===== config.mk =====
export PLATFORM = sky130hd
export DESIGN_NAME = aud_recorder_param_flat
export DESIGN_NICKNAME = d
export VERILOG_FILES = /design/src/rtl/aud_recorder_param_if.sv /design/src/rtl/aud_recorder_param.sv /design/src/flat_wrapper.sv
export SDC_FILE = /design/constraint.sdc
export NUM_CORES = 1
export LEC_CHECK = 0
export ABC_AREA = 1
export BUFFER_PORTS_ARGS = -buffer_cell sky130_fd_sc_hd__buf_2
export CAP_MARGIN = 20
export CORE_ASPECT_RATIO = 0.8
export CORE_MARGIN = 3
export CORE_UTILIZATION = 30
export DETAILED_ROUTE_END_ITERATION = 6
export GPL_ROUTABILITY_DRIVEN = 0
export HOLD_SLACK_MARGIN = 0.05
export PLACE_DENSITY = 0.56
export SYNTH_ARGS = -nofsm -noshare
export SYNTH_HDL_FRONTEND = slang
export SYNTH_SLANG_ARGS = --single-unit

===== constraint.sdc =====
create_clock -name i_clk -period 5.8 [get_ports i_clk]
set_clock_uncertainty 0.15 [all_clocks]
set_input_delay 0.29 -clock i_clk [delete_from_list [all_inputs] [get_ports i_clk]]
set_output_delay 0.29 -clock i_clk [all_outputs]
set_load 0.01 [all_outputs]

===== src/rtl/aud_recorder_param_if.sv =====
// SRAM write-side bundle of the audio recorder.
// The recorder drives it; the SRAM arbiter consumes it.
interface aud_recorder_param_if #(
    parameter int DATA_W = 16,
    parameter int ADDR_W = 20
);
    logic [ADDR_W-1:0] o_address;
    logic [DATA_W-1:0] o_data;
    logic              o_ch;
    logic              o_valid;

    modport master (
        output o_address,
        output o_data,
        output o_ch,
        output o_valid
    );

    modport slave (
        input o_address,
        input o_data,
        input o_ch,
        input o_valid
    );
endinterface


===== src/rtl/aud_recorder_param.sv =====
// I2S ADC deserialiser with start/pause/stop control that emits one
// SRAM write strobe per sample at an auto-incrementing address.
module aud_recorder_param #(
    parameter int              DATA_W   = 16,
    parameter int              ADDR_W   = 20,
    parameter int              NUM_CH   = 1,
    parameter logic [ADDR_W-1:0] MAX_ADDR = '1
) (
    input  logic i_clk,
    input  logic i_rst,
    input  logic i_lrc,
    input  logic i_data,
    input  logic i_start,
    input  logic i_pause,
    input  logic i_stop,
    output logic o_busy,
    output logic o_full,
    aud_recorder_param_if.master wr
);
    localparam int CNT_W = (DATA_W > 1) ? $clog2(DATA_W) : 1;
    localparam logic [CNT_W-1:0] LAST = CNT_W'(DATA_W - 1);
    localparam bit STEREO = (NUM_CH == 2);

    typedef enum logic [2:0] {
        S_IDLE,
        S_WAIT,
        S_SHIFT,
        S_WRITE,
        S_PAUSE,
        S_FULL
    } state_t;

    state_t            state_q, state_d;
    logic [ADDR_W-1:0] addr_q, addr_d;
    logic [DATA_W-2:0] sh_q, sh_d;
    logic [DATA_W-1:0] data_q, data_d;
    logic [CNT_W-1:0]  cnt_q, cnt_d;
    logic              ch_q, ch_d;
    logic              cap_ch_q, cap_ch_d;
    logic              lrc_q;
    logic              valid_q, busy_q, full_q;

    logic              left_e, right_e, cap_e;
    logic [DATA_W-1:0] sh_next;

    assign left_e  = lrc_q & ~i_lrc;
    assign right_e = ~lrc_q & i_lrc;
    assign cap_e   = left_e | (STEREO & right_e);
    assign sh_next = {sh_q, i_data};

    always_comb begin
        state_d  = state_q;
        addr_d   = addr_q;
        sh_d     = sh_q;
        data_d   = data_q;
        cnt_d    = cnt_q;
        ch_d     = ch_q;
        cap_ch_d = cap_ch_q;
        case (state_q)
            S_IDLE: begin
                if (!i_stop && !i_pause && i_start) begin
                    addr_d  = '0;
                    state_d = S_WAIT;
                end
            end
            S_WAIT: begin
                if (i_stop) begin
                    state_d = S_IDLE;
                end else if (i_pause) begin
                    state_d = S_PAUSE;
                end else if (cap_e) begin
                    cnt_d    = '0;
                    cap_ch_d = right_e;
                    state_d  = S_SHIFT;
                end
            end
            S_SHIFT: begin
                if (i_stop) begin
                    state_d = S_IDLE;
                end else if (i_pause) begin
                    state_d = S_PAUSE;
                end else if (cap_e) begin
                    // resync: drop the partial sample, follow the new edge
                    cnt_d    = '0;
                    cap_ch_d = right_e;
                end else begin
                    sh_d  = sh_next[DATA_W-2:0];
                    cnt_d = cnt_q + 1'b1;
                    if (cnt_q == LAST) begin
                        data_d  = sh_next;
                        ch_d    = cap_ch_q;
                        state_d = S_WRITE;
                    end
                end
            end
            S_WRITE: begin
                if (i_stop) begin
                    state_d = S_IDLE;
                end else if (addr_q == MAX_ADDR) begin
                    state_d = S_FULL;
                end else begin
                    addr_d  = addr_q + 1'b1;
                    state_d = i_pause ? S_PAUSE : S_WAIT;
                end
            end
            S_PAUSE: begin
                if (i_stop) begin
                    state_d = S_IDLE;
                end else if (!i_pause && i_start) begin
                    state_d = S_WAIT;
                end
            end
            S_FULL: begin
                if (i_stop) begin
                    state_d = S_IDLE;
                end
            end
            default: state_d = S_IDLE;
        endcase
    end

    always_ff @(posedge i_clk or posedge i_rst) begin
        if (i_rst) begin
            state_q  <= S_IDLE;
            addr_q   <= '0;
            sh_q     <= '0;
            data_q   <= '0;
            cnt_q    <= '0;
            ch_q     <= 1'b0;
            cap_ch_q <= 1'b0;
            lrc_q    <= 1'b0;
            valid_q  <= 1'b0;
            busy_q   <= 1'b0;
            full_q   <= 1'b0;
        end else begin
            state_q  <= state_d;
            addr_q   <= addr_d;
            sh_q     <= sh_d;
            data_q   <= data_d;
            cnt_q    <= cnt_d;
            ch_q     <= ch_d;
            cap_ch_q <= cap_ch_d;
            lrc_q    <= i_lrc;
            valid_q  <= (state_d == S_WRITE);
            busy_q   <= (state_d == S_WAIT) ||
                        (state_d == S_SHIFT) ||
                        (state_d == S_WRITE);
            full_q   <= (state_d == S_FULL);
        end
    end

    assign wr.o_address = addr_q;
    assign wr.o_data    = data_q;
    assign wr.o_ch      = ch_q;
    assign wr.o_valid   = valid_q;
    assign o_busy       = busy_q;
    assign o_full       = full_q;
endmodule


===== src/flat_wrapper.sv =====
// flat-port wrapper written by rule: the top's interface ports become plain ports
module aud_recorder_param_flat 
#(
    parameter int              DATA_W   = 16,
    parameter int              ADDR_W   = 20,
    parameter int              NUM_CH   = 1,
    parameter logic [ADDR_W-1:0] MAX_ADDR = '1
)
  (i_clk, i_rst, i_lrc, i_data, i_start, i_pause, i_stop, o_busy, o_full, wr_o_address, wr_o_data, wr_o_ch, wr_o_valid);
  aud_recorder_param_if #(.DATA_W(DATA_W), .ADDR_W(ADDR_W)) wr_i ();
  input  logic i_clk;
  input  logic i_rst;
  input  logic i_lrc;
  input  logic i_data;
  input  logic i_start;
  input  logic i_pause;
  input  logic i_stop;
  output logic o_busy;
  output logic o_full;
  output wire logic [$bits(wr_i.o_address)-1:0] wr_o_address;
  output wire logic [$bits(wr_i.o_data)-1:0] wr_o_data;
  output wire logic [$bits(wr_i.o_ch)-1:0] wr_o_ch;
  output wire logic [$bits(wr_i.o_valid)-1:0] wr_o_valid;
  assign wr_o_address = wr_i.o_address;
  assign wr_o_data = wr_i.o_data;
  assign wr_o_ch = wr_i.o_ch;
  assign wr_o_valid = wr_i.o_valid;
  aud_recorder_param #(.DATA_W(DATA_W), .ADDR_W(ADDR_W), .NUM_CH(NUM_CH), .MAX_ADDR(MAX_ADDR)) u_core (.i_clk(i_clk), .i_rst(i_rst), .i_lrc(i_lrc), .i_data(i_data), .i_start(i_start), .i_pause(i_pause), .i_stop(i_stop), .o_busy(o_busy), .o_full(o_full), .wr(wr_i));
endmodule

==> results of run 1 <==
## flip-flops by register name, summed over array words and instances, names as in the netlist
| register | count |
|---|---|
| u_core.lrc_q | 1 |
| u_core.wr.o_address | 20 |
| u_core.wr.o_data | 16 |
| u_core.sh_q | 15 |
| u_core.o_full | 1 |
| u_core.wr.o_valid | 1 |
| u_core.wr.o_ch | 1 |
| u_core.cnt_q | 4 |
| u_core.cap_ch_q | 1 |
| u_core.o_busy | 1 |
| u_core.state_q | 3 |
## metal layers
metal | global-route usage (%) | up-vias | part of all wire [%]
met5 | 0 | - | 0
met4 | 4.74 | 0 | 1.1
met3 | 2.81 | 6 | 3.6
met2 | 19.2 | 51 | 44
met1 | 18.7 | 1190 | 52
li1 | - | 1329 | -
## cell families (layout without fill, tap and decap cells)
logic type	after synthesis	after routing	share of synthesized area, %
AOI/OAI and AO/OA	52	52	8.99
and+or+nand+nor	200	200	28.6
xor gates and xnor gates	12	12	3.27
adders and majority gates	2	2	0.778
DFF	64	64	49.8
buffers and inverters	58	111	8.52
## power groups by stage
stage	combinational (W)	clock [W]	sequential [W]
detailed placement	0.0000591	0	0.000480
finish	0.0000584	0.000485	0.000472
global route	0.0000692	0.000524	0.000475
global placement	0.0000580	0	0.000480
floorplan	0.0000417	0	0.000482
CTS	0.0000599	0.000506	0.000472
## worst max-delay path by stage
stage / from / to / slack [ns]
final: i_lrc / u_core.wr.o_data[5] / 3.54
after global routing: i_lrc / u_core.wr.o_data[14] / 3.28
after CTS: i_lrc / u_core.wr.o_data[5] / 3.52
after detailed placement: u_core.state_q[0] / u_core.wr.o_data[5] / 3.66
after global placement: u_core.state_q[0] / u_core.wr.o_ch / 3.69
after floorplan: i_rst / u_core.cap_ch_q / 3.76
## area by class of cell
| class | instances | share of cell area [%] |
|---|---|---|
| flip-flops and latches | 64 | 42.0 |
| inverters | 47 | 4.75 |
| repair buffers | 48 | 6.49 |
| clock buffers | 9 | 5.90 |
| well taps | 140 | 4.59 |
| multi-input cells | 266 | 35.1 |
| clock inverters | 7 | 1.25 |
## layout by cell type (no fill, tap or decap)
cell,n
o21ai_1,23
nand4_1,6
o21ai_0,16
ha_1,2
nor2_1,39
inv_2,7
nor3_4,1
inv_6,2
buf_4,1
or2_2,1
nor2_4,6
nand2_1,100
buf_2,46
inv_1,39
xor2_1,11
clkinv_4,1
nor3_1,5
nand3_2,2
dlygate4sd3_1,1
nand2_2,10
o31ai_1,1
clkbuf_16,9
clkinv_2,3
xnor2_1,1
dfrtp_1,64
nand3_1,28
a21oi_1,5
clkinvlp_4,2
nand2_4,2
o21ai_2,7
## worst max-delay path: cells and delay by family
family	cells	cell delay, ns
compound gates	1	0.11
simple gates	5	0.89
buf+inv	3	1.07
## through the flow
step,setup WS [ns],cell area [sq um]
6_report,3.54,3820
3_5_place_dp,3.66,3530
4_1_cts,3.52,3820
5_1_grt,3.28,3820
3_3_place_gp,3.69,3530
2_1_floorplan,3.76,3210
## repair_timing
| item | 4_1_cts | 5_1_grt |
|---|---|---|
| setup endpoints to repair | 0 | 0 |
| hold buffers | 1 | 0 |
| hold endpoints to repair | 1 | 0 |
==> results.txt, run 1 <==
crit path DAT: 2.35 ns
setup slack, reg-to-reg: 3.67 ns
# diodes: 0
Pwr Density: 266 nW/um^2
Tot Pwr: 0.00102 W
DRT Pass-1 Iters: 4
Worst R2R End: u_core.wr.o_data[5]
Worst path most repeated cell: nor2_4
CP peak stage delay: 0.53 ns
r2r startpoint: u_core.state_q[0]
VDD IR max: 0.000137 V
Cell Area, Synth: 3210 sq um
vias in the first global route: 2537
fill cell count: 1075
via count: 2576
Port-buffer cells: 46
nets@finish: 445
Leak: 1.81 nW
Period minus WS final: 2.26 ns
Yosys top cell by area: dfrtp_1
Pint: 0.000770 W
Post-Synthesis Cells: 388
# clock sinks: 64
Crit Path Class: primary input to register
Synth Flop Type: dfrtp_1
DP HPWL: 5020 um
CTS resizes: 0
switching share of power: 24.2%
Fin. Hold Viols: 0
Die W: 122 um
worst hold margin: 0.0455 ns
Tcrit/Tclk final: 39.0%
Avg WL per Cell: 12.1 um
Worst-path clk slew: 0.06 ns
CP required: 5.89 ns
Seq/Total Area, Yosys: 49.8%
CP startpoint kind: primary input
sequential share of power: 46.5%
Root Buffer: clkbuf_16
aggregate routed wire length: 7040 um
Post-Place Cells: 564
Row Count: 33
clk buf depth: 2
Sequential Area: 1600 sq um
Multi-input gate area: 1340 sq um
post-route ant nets: 0
layout cells sized above 1: 22.7%
setup bufs post-CTS: 0
H-tree depth: 3
Num CTS Buffers: 9
Chip Height: 98.6 um
synthesized area per cell: 8.28 sq um
clock power share: 47.7%
CTS tree: yes
setup tns final: 0 ns
RSZ-0062 raised after global routing: no
synth-to-layout area growth: 18.8%
Slew Limit Fails: 0
clk_lat worst skew: 0.32 ns
number of synthesized flops with an enable pin: 0
R2R depth: 8
Initial Util: 31.0%
Setup violations, final: 0
synth cell count leaders: 100 x nand2_1, 64 x dfrtp_1, 40 x inv_1, 39 x nor2_1, 28 x nand3_1
first-pass GRT wire length: 12500 um
critical path fanouts, max: 33
largest net degree at the start of global routing: 65
power share of the combinational group: 5.8%
GR Util All Layers: 13.0%
outcome: finished clean
core area: 10400 sq um
switching power: 0.000245 W
vias per inst: 4.43
top cells by area, synth: dfrtp_1 50%, nand2_1 12%, inv_1 4.7%
die area: 12000 sq um
Fmax: 0.442 GHz
initial antenna violation count: 0
Worst-Margin Slew: 0.822 ns
crit-path cells: dlygate4sd3_1, buf_2, nor2_1, nor2_4, nand2_2, nor2_4, inv_2, nand2_1, o21ai_1
# DRC: 0
yosys warns: 0
share of the synthesized area in the top cell type: 49.8%
final global-route overflow total: 0
#FFs+latches synth: 64
I/O Pins: 47
most frequent cell after synthesis: nand2_1
relative slew slack: 45.2%
Cell Count, Final, Fillers Out: 581
Distinct cells, synth: 27
share of async-settable or async-resettable flops after synthesis: 100%
initial detailed-routing violation count: 203
max cap viols: 0
min-delay worst type: primary input to async pin
Layout Utilization: 36.8%
CP max-delay cell: dlygate4sd3_1
Post-Syn Nets: 397
crit path capture type: register
(Power assumes the default switching activity.)
==> run 2: changes to the inputs <==
Settings changed: ABC_AREA 1 to 0, PLACE_DENSITY 0.56 to 0.58.
Clock period 5.8 ns to 1.95 ns, I/O delays scaled along.
==> results.txt, run 2 <==
Worst-Margin Slew: 0.354 ns
cell class contributing the biggest share of worst-path delay: simple AND/OR/NAND/NOR gates
Die W: 116 um
fill cell count: 914
synth-to-layout area growth: 34.7%
initial detailed-routing violation count: 98
largest net degree at the start of global routing: 65
Chip Height: 93.8 um
vias in the first global route: 2126
Tcrit/Tclk final: 104%
die area: 10900 sq um
Layout Utilization: 42.2%
clk buf depth: 2
# DRC: 0
worst path bufs/invs: 1
I/O Pins: 47
initial antenna violation count: 0
Post-Place Cells: 427
share of the synthesized area in the top cell type: 55.4%
R2R depth: 6
Worst-path clk slew: 0.05 ns
nets@finish: 340
via count: 2166
VDD IR max: 0.000355 V
CP max-delay cell: dfrtp_1
Fin. Hold Viols: 0
Cell Count, Final, Fillers Out: 451
most frequent cells in the layout: 64 x dfrtp_1, 46 x buf_2, 31 x mux2_2, 31 x buf_4, 18 x nor2_1
CTS tree: yes
first-pass GRT wire length: 10500 um
most frequent cell after synthesis: dfrtp_1
clk_lat worst skew: 0.32 ns
share of async-settable or async-resettable flops after synthesis: 100%
Seq/Total Area, Yosys: 55.4%
H-tree depth: 3
synth cell count leaders: 64 x dfrtp_1, 31 x mux2_2, 19 x nor2_1, 12 x o21ai_0, 12 x xnor2_1
outcome: finished, violations left
critical path fanouts, max: 6
crit path DAT: 2.13 ns
Yosys top cell by area: dfrtp_1
Row Count: 31
Post-Syn Nets: 257
GR Util All Layers: 12.2%
Port-buffer cells: 46
Cell Area, Synth: 2890 sq um
Num CTS Buffers: 9
CP required: 2.05 ns
hold path cells: 4
commonest non-fill, non-tap cell in the layout: dfrtp_1
Post-Synthesis Cells: 248
crit path capture type: register
#FFs+latches synth: 64
Root Buffer: clkbuf_16
yosys warns: 0
CP peak stage delay: 0.40 ns
Pwr Density: 783 nW/um^2
post-route ant nets: 0
Crit. path cell count: 6
# clock sinks: 64
max reg flops: 20
DP HPWL: 4410 um
CP startpoint kind: register
number of synthesized flops with an enable pin: 0
top cells by area, synth: dfrtp_1 55%, mux2_2 12%, xnor2_1 3.6%
Setup violations, final: 3
setup slack, reg-to-reg: -0.08 ns
core area: 9230 sq um
Leak: 1.99 nW
failing checks: negative setup slack
# diodes: 0
setup tns final: -0.216 ns
Synth Flop Type: dfrtp_1
DRT Pass-1 Iters: 4
max cap viols: 0
RSZ-0062 raised after global routing: yes
worst setup margin: -0.0778 ns
Avg WL per Cell: 14.1 um
relative slew slack: 76.4%
synthesized area per cell: 11.7 sq um
Crit Path Class: register to register
final global-route overflow total: 0
Slew Limit Fails: 0
aggregate routed wire length: 6360 um
Initial Util: 31.3%
layout cells sized above 1: 44.6%
Distinct cells, synth: 42
Period minus WS final: 2.03 ns
min-delay worst type: primary input to register
vias per inst: 4.80
crit-path cells: nor4bb_2, buf_4, nand4_4, a311o_1, or3_1, a21oi_2
Fmax: 0.493 GHz
==> run 2: stage by stage <==
step	area, sq um	hold WS (ns)	power, W	setup WS [ns]
2_1_floorplan	2890	-0.0211	0.00142	-0.0192
3_3_place_gp	3450	0.0477	0.00146	0.0257
3_5_place_dp	3450	0.0451	0.00146	-0.0733
4_1_cts	3810	0.0631	0.00309	-0.0587
5_1_grt	3890	0.0828	0.00317	-0.126
6_report	3890	0.0725	0.00305	-0.0778
==> run 2: final cells by class <==
type                    count  area [sq um]  area share [%]
clock buffers              10           239            6.14
clock inverters             6          68.8            1.77
inverters                   9          33.8           0.868
multi-input cells         163          1250            32.2
flip-flops and latches     64          1600            41.1
well taps                 115           144            3.70
repair buffers             84           554            14.2
==> run 2: what timing repair did <==
action,CTS,global route
resized for setup,1,16
hold buffers,4,0
setup endpoints to repair,4,19
hold endpoints to repair,69,0
pin swaps,0,4
buffers inserted,0,4
==> run 2: worst paths after layout <==
kind / start / end
max in group asynchronous: i_rst / u_core.wr.o_address[14]
min: i_pause / u_core.cnt_q[3]
min reg2reg: u_core.wr.o_data[11] / u_core.wr.o_data[11]
max: u_core.state_q[2] / u_core.wr.o_address[19]
min in group asynchronous: i_rst / u_core.wr.o_data[11]
max reg2reg: u_core.state_q[2] / u_core.wr.o_address[19]
==> run 2: report_power, final <==
group | internal, W | leakage [nW] | total [W] | switching (W)
clock network | 0.00103 | 0.149 | 0.00160 | 0.000576
registers | 0.00134 | 0.890 | 0.00134 | 0.00000688
logic | 0.0000384 | 0.950 | 0.000101 | 0.0000628
==> run 2: logic make-up after synthesis <==
kind of cell    synth area share [%]
mux                             12.8
compound gates                  7.83
simple gates                    15.8
flops                           55.4
fa+ha+maj                      0.865
xor+xnor                        3.94
buf+inv                         3.42
==> run 2: per-layer routing <==
metal  GRT usage [%]  vias to the layer above  routed length, um
li1                -                     1053                  -
met1            17.1                     1065               3140
met2            18.2                       38               2890
met3            2.51                       10                222
met4            5.22                        0                112
met5               0                        -                  0
==> run 2: tightest hold or removal path, delay by kind of cell <==
kind	cells	cell delay [ns]
and+or+nand+nor	3	0.28
buffers and inverters	1	0.12
